**src/rtl/mesh_term_injector_if.sv**
```systemverilog
// mesh_term_injector_if: host push port and mesh terminal port of the injector
interface mesh_term_injector_if #(
    parameter int pckg_sz = 32,
    parameter int fifo_depth = 8
);
    logic wr_en;
    logic [3:0] wr_row;
    logic [3:0] wr_col;
    logic wr_mode;
    logic wr_bcst;
    logic [pckg_sz-18:0] wr_payload;
    logic full;
    logic [$clog2(fifo_depth):0] count;
    logic [pckg_sz-1:0] data_out_i_in;
    logic pndng_i_in;
    logic popin;
    logic [15:0] sent_cnt;
    logic [15:0] drop_cnt;
    logic err_spurious;
    modport master (
        output wr_en, wr_row, wr_col, wr_mode, wr_bcst, wr_payload, popin,
        input full, count, data_out_i_in, pndng_i_in, sent_cnt, drop_cnt, err_spurious
    );
    modport slave (
        input wr_en, wr_row, wr_col, wr_mode, wr_bcst, wr_payload, popin,
        output full, count, data_out_i_in, pndng_i_in, sent_cnt, drop_cnt, err_spurious
    );
endinterface

```
**src/rtl/mesh_term_injector.sv**
```systemverilog
// mesh_term_injector: buffers host packets and presents them one at a time to a mesh terminal
module mesh_term_injector #(
    parameter int pckg_sz = 32,
    parameter int fifo_depth = 8,
    parameter logic [7:0] bdcst = 8'hFF
) (
    input logic clk,
    input logic reset,
    mesh_term_injector_if.slave bus
);
    localparam int aw = $clog2(fifo_depth);
    localparam logic [aw:0] depth = (aw+1)'(fifo_depth);
    typedef enum logic [1:0] {IDLE, SEND, GAP} state_t;
    state_t state;
    logic [pckg_sz-1:0] mem [fifo_depth];
    logic [aw-1:0] rd_ptr;
    logic [aw-1:0] wr_ptr;
    logic [aw:0] cnt;
    logic [pckg_sz-1:0] pkt;
    logic pop;
    logic push;
    assign pkt = {bus.wr_bcst ? bdcst : 8'h00, bus.wr_row, bus.wr_col, bus.wr_mode, bus.wr_payload};
    assign pop = state == SEND && bus.popin;
    // a full buffer still accepts when the head leaves in the same cycle
    assign push = bus.wr_en && (cnt != depth || pop);
    assign bus.full = cnt == depth;
    assign bus.count = cnt;
    always_ff @(posedge clk)
        if (!reset && push) mem[wr_ptr] <= pkt;
    always_ff @(posedge clk) begin
        if (reset) begin
            state <= IDLE;
            rd_ptr <= '0;
            wr_ptr <= '0;
            cnt <= '0;
            bus.pndng_i_in <= 1'b0;
            bus.data_out_i_in <= '0;
            bus.sent_cnt <= '0;
            bus.drop_cnt <= '0;
            bus.err_spurious <= 1'b0;
        end else begin
            if (push) wr_ptr <= wr_ptr + 1'b1;
            if (pop) rd_ptr <= rd_ptr + 1'b1;
            cnt <= cnt + (aw+1)'(push) - (aw+1)'(pop);
            if (pop) bus.sent_cnt <= bus.sent_cnt + 16'd1;
            if (bus.wr_en && !push) bus.drop_cnt <= bus.drop_cnt + 16'd1;
            if (bus.popin && state != SEND) bus.err_spurious <= 1'b1;
            if (state == SEND) begin
                if (pop) begin
                    state <= GAP;
                    bus.pndng_i_in <= 1'b0;
                    bus.data_out_i_in <= '0;
                end
            end else if (cnt != '0 || push) begin
                // no pop outside SEND, so the head is either stored or arriving now
                state <= SEND;
                bus.pndng_i_in <= 1'b1;
                bus.data_out_i_in <= cnt != '0 ? mem[rd_ptr] : pkt;
            end else begin
                state <= IDLE;
            end
        end
    end
endmodule

```
**src/flat_wrapper.sv**
```systemverilog
// flat-port wrapper written by rule: the top's interface ports become plain ports
module mesh_term_injector_flat 
#(
    parameter int pckg_sz = 32,
    parameter int fifo_depth = 8,
    parameter logic [7:0] bdcst = 8'hFF
)
  (clk, reset, bus_wr_en, bus_wr_row, bus_wr_col, bus_wr_mode, bus_wr_bcst, bus_wr_payload, bus_popin, bus_full, bus_count, bus_data_out_i_in, bus_pndng_i_in, bus_sent_cnt, bus_drop_cnt, bus_err_spurious);
  mesh_term_injector_if #(.pckg_sz(pckg_sz), .fifo_depth(fifo_depth)) bus_i ();
  input logic clk;
  input logic reset;
  input wire logic [$bits(bus_i.wr_en)-1:0] bus_wr_en;
  input wire logic [$bits(bus_i.wr_row)-1:0] bus_wr_row;
  input wire logic [$bits(bus_i.wr_col)-1:0] bus_wr_col;
  input wire logic [$bits(bus_i.wr_mode)-1:0] bus_wr_mode;
  input wire logic [$bits(bus_i.wr_bcst)-1:0] bus_wr_bcst;
  input wire logic [$bits(bus_i.wr_payload)-1:0] bus_wr_payload;
  input wire logic [$bits(bus_i.popin)-1:0] bus_popin;
  output wire logic [$bits(bus_i.full)-1:0] bus_full;
  output wire logic [$bits(bus_i.count)-1:0] bus_count;
  output wire logic [$bits(bus_i.data_out_i_in)-1:0] bus_data_out_i_in;
  output wire logic [$bits(bus_i.pndng_i_in)-1:0] bus_pndng_i_in;
  output wire logic [$bits(bus_i.sent_cnt)-1:0] bus_sent_cnt;
  output wire logic [$bits(bus_i.drop_cnt)-1:0] bus_drop_cnt;
  output wire logic [$bits(bus_i.err_spurious)-1:0] bus_err_spurious;
  assign bus_i.wr_en = bus_wr_en;
  assign bus_i.wr_row = bus_wr_row;
  assign bus_i.wr_col = bus_wr_col;
  assign bus_i.wr_mode = bus_wr_mode;
  assign bus_i.wr_bcst = bus_wr_bcst;
  assign bus_i.wr_payload = bus_wr_payload;
  assign bus_i.popin = bus_popin;
  assign bus_full = bus_i.full;
  assign bus_count = bus_i.count;
  assign bus_data_out_i_in = bus_i.data_out_i_in;
  assign bus_pndng_i_in = bus_i.pndng_i_in;
  assign bus_sent_cnt = bus_i.sent_cnt;
  assign bus_drop_cnt = bus_i.drop_cnt;
  assign bus_err_spurious = bus_i.err_spurious;
  mesh_term_injector #(.pckg_sz(pckg_sz), .fifo_depth(fifo_depth), .bdcst(bdcst)) u_core (.clk(clk), .reset(reset), .bus(bus_i));
endmodule
```
**config.mk**
```make
export PLATFORM = sky130hd
export DESIGN_NAME = mesh_term_injector_flat
export DESIGN_NICKNAME = d
export VERILOG_FILES = /design/src/rtl/mesh_term_injector_if.sv /design/src/rtl/mesh_term_injector.sv /design/src/flat_wrapper.sv
export SDC_FILE = /design/constraint.sdc
export NUM_CORES = 1
export LEC_CHECK = 0
export ABC_AREA = 1
export ABC_CLOCK_PERIOD_IN_PS = 3070
export BUFFER_PORTS_ARGS = -buffer_cell sky130_fd_sc_hd__buf_4
export CAP_MARGIN = 15
export CELL_PAD_IN_SITES_DETAIL_PLACEMENT = 0
export CELL_PAD_IN_SITES_GLOBAL_PLACEMENT = 1
export CORE_MARGIN = 4
export CORE_UTILIZATION = 30
export CTS_CLUSTER_DIAMETER = 100
export DETAILED_ROUTE_END_ITERATION = 16
export PLACE_DENSITY = 0.55
export SETUP_SLACK_MARGIN = 0.5
export SYNTH_ARGS = -nofsm -noshare
export SYNTH_HDL_FRONTEND = slang
export SYNTH_SLANG_ARGS = --single-unit
```
**constraint.sdc**
```tcl
create_clock -name clk -period 3.07 [get_ports clk]
set_clock_uncertainty 0.1 [all_clocks]
set_input_delay 0.307 -clock clk [delete_from_list [all_inputs] [get_ports clk]]
set_output_delay 0.307 -clock clk [all_outputs]
set_load 0.01 [all_outputs]
```
-- Yosys cells after proc, flatten, opt, wreduce, memory -nomap -nowiden
Memories as Yosys holds them, arrays and structs flattened. A register that Yosys moved wholly into a read port is not among the register bits.
Cells that the tools add are included.
- flip-flop bits (word level): 78
- bits in writable memories: 256
- output and inout port bits: 71
- word-level logic and storage cells: 48
- memories kept: 1
- add/subtract/negate cells: 6
- eq/ne operators: 5
- multiplexer cells: 15
- reduce and logical (&&, ||, !) cells: 12
- memory list (name ; words ; width ; rd ports ; clocked after memory_dff ; wr ports ; line ; text):
    u_core.mem ; 8 ; 32 ; 1 ; 1 ; 1 ; mesh_term_injector.sv:15 ; logic [pckg_sz-1:0] mem [fifo_depth];
- operators by type and width (operator ; number):
    32-bit two-way mux ; 4
    16-bit by 1-bit adder with 16-bit output (second input constant) ; 2
    8-bit two-way mux ; 1
    3-bit by 1-bit adder with 3-bit output (second input constant) ; 2
    1-bit two-way mux ; 6
    3-bit two-way mux ; 2
    1-bit logical AND ; 5
    4-bit by 1-bit adder with 4-bit output ; 1
    4-bit == test (second input constant) ; 1
    2-bit two-way mux ; 2
    2-bit by 1-bit inequality test with 1-bit output (second input constant) ; 2
    4-bit inequality test (second input constant) ; 1
    4-bit nonzero test ; 1
    4-bit by 1-bit subtractor with 4-bit output ; 1
    2-bit by 1-bit == test with 1-bit output (second input constant) ; 1
    1-bit zero test ; 2
    1-bit logical OR ; 2
    2-bit AND reduction ; 1
    2-bit nonzero test ; 1

-- Longest topological paths before layout
Gate-level depths: netlist (run 1).
- depth after elaboration: 7
- gate-level depth with buffers: 11

-- Worst setup path after synthesis (run 1)
OpenSTA, ideal clock, no wires.
- path type: register -> register
- from: register u_core.cnt[2], in the netlist u_core.bus.count[2]
- to: memory u_core.mem[6][0], enable pin
- arrival time: 2.770 ns
- data required time: 2.531 ns
- slack: -0.239 ns
- stages on the path, launching flop included: 8
- buffers on the path: 0
- clock period less this slack: 3.309 ns
- cells stage by stage: dfxtp_1 > inv_1 > ha_1 > nand3_2 > nand2_4 > inv_1 > nand2_1 > nor3_1
- longest elaborated chain between the ends: 6
- ends and longest elaborated chain (what ; line ; text):
    from (decl) ; mesh_term_injector.sv:18 ; logic [aw:0] cnt;
    from (signal assigned) ; mesh_term_injector.sv:44 ; cnt <= cnt + (aw+1)'(push) - (aw+1)'(pop);
    4-bit inequality test ; mesh_term_injector.sv:25 ; assign push = bus.wr_en && (cnt != depth || pop);
    1-bit logical OR ; mesh_term_injector.sv:25 ;
    1-bit logical AND ; mesh_term_injector.sv:25 ;
    1-bit logical AND ; mesh_term_injector.sv:29 ; if (!reset && push) mem[wr_ptr] <= pkt;
    1-bit two-way mux ; mesh_term_injector.sv:29 ;
    1-bit two-way mux (implied by the code) ; mesh_term_injector.sv:29 ;
    to (decl) ; mesh_term_injector.sv:15 ;
No other way between the ends.

-- Final worst setup path (run 1)
- from: input port bus_popin
- to: memory u_core.mem[3][1], enable pin
- longest elaborated chain between the ends: 6
- ends and longest elaborated chain (what ; line ; text):
    from (decl) ; flat_wrapper.sv:18 ; input wire logic [$bits(bus_i.popin)-1:0] bus_popin;
    1-bit logical AND ; mesh_term_injector.sv:23 ; assign pop = state == SEND && bus.popin;
    1-bit logical OR ; mesh_term_injector.sv:25 ;
    1-bit logical AND ; mesh_term_injector.sv:25 ;
    1-bit logical AND ; mesh_term_injector.sv:29 ;
    1-bit two-way mux ; mesh_term_injector.sv:29 ;
    1-bit two-way mux (implied by the code) ; mesh_term_injector.sv:29 ;
No other way between the ends.

==> flow_summary_export.csv, run 1 <==
group,metric,value,unit
run_status,status,"completed",
critical_path,crit_path_start_kind,"input pin",
layout,layout-drive-gt1-share,0.173,
synth,syn_nets,1157,
detailed_routing,antenna_violating_nets_post_route,0,
clocking,cts.sinks,274,
critical_path,worstSetupPathType,"input pin to register",
global_route,overflow,0,
critical_path,crit_path_start,"bus_popin",
critical_path,critical_path.endpoint_type,"register",
timing,finalSetupViolCount,0,
placed_design,port_buffers,99,
pwr,power.leakage,0.00520,uW
critical_path,crit_fanout,25,
clocking,tritoncts,"done",
worst_hold_path,hold_class,"input pin to register",
worst_hold_path,hold_start,"reset",
synth,syn_avg_cell_area,10.2,um2
global_route,wire_length_of_the_first_global_routing_pass,46400,um
die,chipWidth,203,um
timing,timing.max_slew.rel_slack,0.424,
pwr,report.power.total,10300,uW
timing,max_clock_freq,458,MHz
timing,slew_worst_pin,863,ps
placed_design,half_perimeter_wire_length_after_detailed_placement,18000,um
layout,n_antenna_cell,0,
die,floorplan.core_area,37600,um2
clocking,ctsLongestPathBuffers,3,
clocking,path_clk_slew,60,ps
synth,netlist_instances,1117,
timing,timing.final.crit_share,0.711,
timing,final_period_minus_worst_setup_slack,2180,ps
die,floorplan.initialDensity,0.304,
detailed_routing,detail_route.vias_per_cell,4.54,
die,die_h,203,um
critical_path,worstPathArrival,2300,ps
global_route,grt.total_usage,0.142,
global_route,first_global_vias,7959,
pwr,power_density,733,nW/um2
die,die_area,41300,um2
clocking,insertion_delay,560,ps
detailed_routing,routedWlPerCell,16.9,um
critical_path,path_delay_family,"buffers and inverters",
detailed_routing,detailed_route_wire_length,29900,um
die,top_level_ports,100,
critical_path,crit_buf_inv,4,
synth,flop_and_latch_count_out_of_synthesis,274,
placed_design,place_ws,823,ps
global_route,grt_start_max_net_pins,101,
clocking,cts.repair.resized,0,
critical_path,crit_required,3180,ps
timing,rsz0062_at_grt,"no",
layout,area.growth.synth_to_final,22.8,%
critical_path,r2r_startpoint,"u_core.bus.count[2]",
placed_design,gpl.final_weighted_congestion,0.755,
synth,synth_cell_type_count,33,
job,drv.max_cap_violation_count,0,
synth,yosysWarningCount,0,
detailed_routing,post-route-drc-count,0,
detailed_routing,detail_route.iter0.violations,363,
die,floorplan.rows,71,
timing,timing.final.ws_setup,887,ps
timing,timing_hold_violations_final,0,
global_route,antenna_found_initial,0,
detailed_routing,vias,8045,
layout,number_of_nets_in_the_layout,1276,
critical_path,path_cells,"dlygate4sd3_1, buf_4, nand3_2, nand3_2, nand2_4, inv_1, nand3_1, nor2_2, buf_4",
detailed_routing,drt_pre_antenna_iters,4,
clocking,cts-hold-fix-buffers,27,
clocking,htree_num_levels,1,
critical_path,cpMaxStageDelayCell,"dlygate4sd3_1",
clocking,cts_root_buf,"clkbuf_16",
timing,drv_slew,0,
synth,synth-seq-area-share,0.656,
pwr,vdd_drop_max,0.448,mV
clocking,postCtsSetupBuffers,0,
synth,mappedNetlistArea,11400,um2
clocking,cts_made_buffers,31,
critical_path,cpPeakStageDelay,530,ps
final timing paths:
kind / end / slack [ps] / cells after the start
min: u_core.bus.err_spurious / 270 / 3
min reg2reg: u_core.rd_ptr[2] / 340 / 1
max reg2reg: u_core.mem[3][1] / 890 / 8
max: u_core.mem[3][1] / 890 / 9
worst reg2reg max path, stage by stage, from the launching register on:
cell and delay (ps):
dfxtp_1 340, inv_1 80, ha_1 250, nand3_2 110, nand2_4 90, inv_1 140, nand3_1 210, nor2_2 130
buf_4 380
placed cells by master (no fill, tap or decap), types with 3 or more instances in the layout:
master / count
clkbuf_8: 5
a21oi_1: 54
inv_2: 3
clkbuf_1: 7
o21ai_0: 20
or2_2: 25
nor3_1: 8
clkinv_1: 3
clkbuf_16: 31
dfxtp_1: 72
edfxtp_1: 200
nor3_2: 4
buf_4: 121
nand2_1: 280
clkinv_2: 6
nand3_1: 248
dlygate4sd3_1: 27
nand4_1: 7
buf_12: 3
nor2_2: 4
nor2_1: 42
inv_1: 52
ha_1: 10
logic make-up after synthesis:
family                   Yosys count  share of synthesized area
AO/OA/AOI/OAI                     79                     0.0364
XOR/XNOR                           3                    0.00230
adder cells (fa/ha/maj)           11                     0.0127
buffers and inverters            121                     0.0461
flip-flops                       274                      0.656
AND/OR/NAND/NOR                  629                      0.247
state kept, by name (all words and copies together) (netlist names), 2 cells and up, named ones only:
register,cells
u_core.bus.count,4
u_core.state,2
u_core.mem,200
u_core.rd_ptr,3
u_core.bus.data_out_i_in,25
u_core.bus.sent_cnt,16
u_core.bus.drop_cnt,16
u_core.wr_ptr,3
where the power goes:
part	internal, uW	total, uW	switching (uW)	leakage [uW]
clock network	2150	3640	1490	0.000502
logic	859	2230	1370	0.00228
registers	4260	4410	158	0.00241
total	7270	10300	3020	0.00520
synth_stat cells:
cell      instances  share of area
nand3_1         248           0.11
nor3_1           12         0.0053
a31oi_1           1        0.00055
buf_6             2         0.0020
ha_1             10          0.011
xor2_1            1        0.00077
edfxtp_1        200           0.53
nand4_1           7         0.0038
and3_1            1        0.00055
nor3b_1           2         0.0013
inv_2             3        0.00099
xnor2_1           2         0.0015
o21a_1            2         0.0013
o211ai_1          1        0.00066
o21ai_0          20         0.0088
clkinv_1          1        0.00033
a21oi_1          54          0.024
buf_2            19         0.0083
clkbuf_1         31          0.010
nand2_1         280          0.092
nand2_2           2         0.0011
fa_1              1         0.0018
and2_1            1        0.00055
or2_2            25          0.014
inv_1            52          0.017
nand3_2           2         0.0018
nor2_1           46          0.015
dfxtp_1          74           0.13
buf_4             9         0.0059
nand2_4           2         0.0020
buf_1             4         0.0013
a21oi_4           1         0.0014
nor2_4            1        0.00099
layout make-up:
class	count	area, um2
clock buffer	43	871
sequential	274	7490
clock inverter	14	143
fill	3776	23600
inverter	56	210
multi-input combinational	722	3440
timing repair buffer	151	1240
tap	511	639
layer usage:
layer  part of all wire  vias to the layer above  track usage  wire length (um)
li1                   -                     4096            -                 -
met1               0.46                     3811        0.191             13900
met2               0.49                      100        0.245             14600
met3              0.028                       38       0.0176               852
met4              0.020                        0       0.0335               603
met5                  0                        -            0                 0
stage by stage:
stage | setup TNS, ps | std cells | cell area (um2) | utilization | hold slack (ps)
2_1_floorplan | -23870 | 1117 | 11400 | - | 306
3_3_place_gp | 0 | 1687 | 12700 | 0.339 | 324
3_5_place_dp | 0 | 1687 | 12700 | 0.339 | 331
4_1_cts | 0 | 1771 | 14000 | 0.373 | 262
5_1_grt | 0 | 1771 | 14000 | 0.373 | 289
6_report | 0 | 1771 | 14000 | 0.373 | 267
Note: power is estimated with default switching activity, not from simulation.
==> run 2, diff against run 1 <==
--- a/config.mk
+++ b/config.mk
@@ -6,7 +6,7 @@
 export NUM_CORES = 1
 export LEC_CHECK = 0
 export ABC_AREA = 1
-export ABC_CLOCK_PERIOD_IN_PS = 3070
+export ABC_CLOCK_PERIOD_IN_PS = 2200
 export BUFFER_PORTS_ARGS = -buffer_cell sky130_fd_sc_hd__buf_4
 export CAP_MARGIN = 15
 export CELL_PAD_IN_SITES_DETAIL_PLACEMENT = 0
@@ -15,7 +15,7 @@
 export CORE_UTILIZATION = 30
 export CTS_CLUSTER_DIAMETER = 100
 export DETAILED_ROUTE_END_ITERATION = 16
-export PLACE_DENSITY = 0.55
+export PLACE_DENSITY = 0.53
 export SETUP_SLACK_MARGIN = 0.5
 export SYNTH_ARGS = -nofsm -noshare
 export SYNTH_HDL_FRONTEND = slang
==> constraint.sdc (replaced) <==
create_clock -name clk -period 2.2 [get_ports clk]
set_clock_uncertainty 0.1 [all_clocks]
set_input_delay 0.22 -clock clk [delete_from_list [all_inputs] [get_ports clk]]
set_output_delay 0.22 -clock clk [all_outputs]
set_load 0.01 [all_outputs]
==> run 2 against run 1 <==
Count of clock-buffer cells in the layout shrank 12. Utilization is 4.5 points higher. Flip-flop and latch count unchanged. Sequential share of layout area shrank 5.7 points. Critical path depth increased by 1. Combinational power grew 98%. Via count rose by 7.4%.
==> flow_summary_export.csv, run 2 (same netlist as run 1, synthesis figures left out) <==
group,metric,value,unit
detailed_routing,antenna_violating_nets_post_route,0,
timing,finalSetupViolCount,0,
die,floorplan.core_area,37600,um2
critical_path,r2r_startpoint,"u_core.bus.count[2]",
pwr,power_density,1030,nW/um2
worst_hold_path,hold_start,"bus_wr_en",
run_status,status,"completed",
pwr,share_seq_of_total_power,0.383,
critical_path,crit_path_start_kind,"register",
placed_design,gpl.final_weighted_congestion,0.719,
pwr,clock_power_share,0.343,
layout,footprint_of_the_multi_input_gates,3800,um2
layout,combined_flip_flop_and_latch_cell_area,7500,um2
die,top_level_ports,100,
clocking,tritoncts,"done",
pwr,power.leakage,0.00592,uW
layout,mostFrequentLayoutCells,"271 x nand2_1, 231 x nand3_1, 200 x edfxtp_1",
layout,layout.cell_area.non_filler,15700,um2
clocking,cts.sinks,274,
critical_path,r2r_setup_slack,400,ps
critical_path,critical_path.endpoint_type,"register",
timing,timing.final.crit_share,0.820,
global_route,overflow,0,
die,die_h,203,um
worst_hold_path,hold_ep,"u_core.wr_ptr[2]",
detailed_routing,routedWlPerCell,19.5,um
worst_hold_path,hold_class,"input pin to register",
clocking,cts_made_buffers,31,
layout,area.growth.synth_to_final,37.7,%
die,die_area,41300,um2
clocking,path_clk_slew,70,ps
pwr,netSwitchingPower,4890,uW
critical_path,crit_required,2370,ps
clocking,ctsLongestPathBuffers,3,
pwr,cellInternalPower,11200,uW
detailed_routing,detail_route.iter0.violations,576,
critical_path,worstRegToRegCells,10,
global_route,grt_start_max_net_pins,57,
placed_design,post_dp_cell_area,13000,um2
clocking,htree_num_levels,1,
worst_hold_path,worst_hold_path.num_cells,5,
timing,slew_worst_pin,662,ps
pwr,comb_power_share,0.274,
detailed_routing,detail_route.vias_per_cell,4.69,
detailed_routing,drt_pre_antenna_iters,4,
die,floorplan.rows,71,
global_route,wire_length_of_the_first_global_routing_pass,51100,um
placed_design,port_buffers,99,
timing,timing.max_slew.rel_slack,0.559,
global_route,grt.total_usage,0.159,
timing,rsz0062_at_grt,"yes",
timing,final_period_minus_worst_setup_slack,1800,ps
layout,layout-drive-gt1-share,0.272,
critical_path,crit_fanout,8,
clocking,insertion_delay,560,ps
layout,n_antenna_cell,0,
global_route,antenna_found_initial,0,
timing,drv_slew,0,
layout,most_frequent_standard_cell_in_the_layout_excluding_fill_and_tap_cells,"nand2_1",
critical_path,critical_path.reg2reg.endpoint,"u_core.mem[7][8]",
pwr,vdd_drop_max,0.628,mV
layout,reg_top3,"u_core.mem (200), u_core.bus.data_out_i_in (25)",
detailed_routing,vias,8641,
layout,largest_reg_by_ff_count,"u_core.mem",
timing,timing_hold_violations_final,0,
die,chipWidth,203,um
placed_design,half_perimeter_wire_length_after_detailed_placement,19000,um
layout,flip_flop_count_of_the_largest_register_after_layout,200,
die,floorplan.initialDensity,0.304,
clocking,cts_root_buf,"clkbuf_16",
detailed_routing,detailed_route_wire_length,36000,um
layout,number_of_inserted_filler_cells_in_the_final_layout,3613,
timing,max_clock_freq,554,MHz
global_route,first_global_vias,8261,
critical_path,worstPathArrival,1970,ps
layout,number_of_nets_in_the_layout,1350,
critical_path,worstSetupPathType,"register to register",
pwr,switching_share,0.303,
detailed_routing,post-route-drc-count,0,
job,drv.max_cap_violation_count,0,
timing,tns,0,ps
-- run 2: changes by cell type in the layout (fill, tap and decap cells not counted), sizes merged --
| cell | before | now |
|---|---|---|
| inv | 58 | 54 |
| clkinv | 9 | 15 |
| dlygate4sd3 | 27 | 26 |
| bufinv | 2 | 7 |
| bufbuf | 0 | 1 |
| clkinvlp | 1 | 5 |
| buf | 124 | 186 |
-- run 2: cell type report --
class | instances | share of cell area
clock buffer | 31 | 0.0493
clock inverter | 25 | 0.0197
inverter | 56 | 0.0146
multi-input combinational | 722 | 0.242
sequential | 274 | 0.477
tap | 511 | 0.0407
timing repair buffer | 225 | 0.157
-- run 2: critical path, cell delays in order, from the launching register on --
cell     delay [ps]
dfxtp_2         350
inv_4            50
ha_4            170
nand3_4          80
nand2_4          70
inv_8            90
nand3_4          80
buf_6           150
nor2_4          100
buf_6           130
buf_12          140
-- run 2: per-layer routing --
metal  global-route usage  part of all wire  up-vias
li1                     -                 -     4259
met1                0.221              0.47     4202
met2                0.266              0.48      138
met3               0.0219             0.038       42
met4               0.0359             0.022        0
met5                    0                 0        -
-- run 2: metrics by stage --
stage          std cells  total power, uW  hold WS [ps]  worst slack, ps   util
6_report            1844            16100          64.2              395  0.418
5_1_grt             1844            16900          62.4              341  0.418
4_1_cts             1810            15600          27.9              396  0.397
3_5_place_dp        1698             9650           338              134  0.347
3_3_place_gp        1698             9630           325              130  0.347
2_1_floorplan       1117             8250           219              133      -
-- run 2: power by group through the flow --
stage | sequential (uW) | combinational [uW] | clock, uW
floorplan | 6370 | 1880 | 0
global placement | 6280 | 3350 | 0
detailed placement | 6290 | 3360 | 0
CTS | 6180 | 3700 | 5670
global route | 6220 | 4770 | 5870
finish | 6180 | 4410 | 5530
-- run 2: repair_timing --
action,CTS,global route
pin swaps,8,23
hold buffers,26,0
endpoints found under the hold margin,201,0
setup endpoints to repair,250,250
gates resized for setup,48,83
buffers inserted,24,21
gates cloned,6,13
-- run 2: how the worst max path moves through the flow --
stage / from / endpoint / slack, ps
final: u_core.bus.count[2] / u_core.mem[7][8] / 400
after CTS: u_core.bus.count[2] / u_core.mem[2][30] / 400
after global placement: bus_popin / u_core.bus.drop_cnt[7] / 130
after detailed placement: bus_popin / u_core.bus.drop_cnt[5] / 130
after floorplan: u_core.bus.count[2] / u_core.mem[0][0] / 130
after global routing: u_core.state[1] / u_core.bus.count[2] / 340
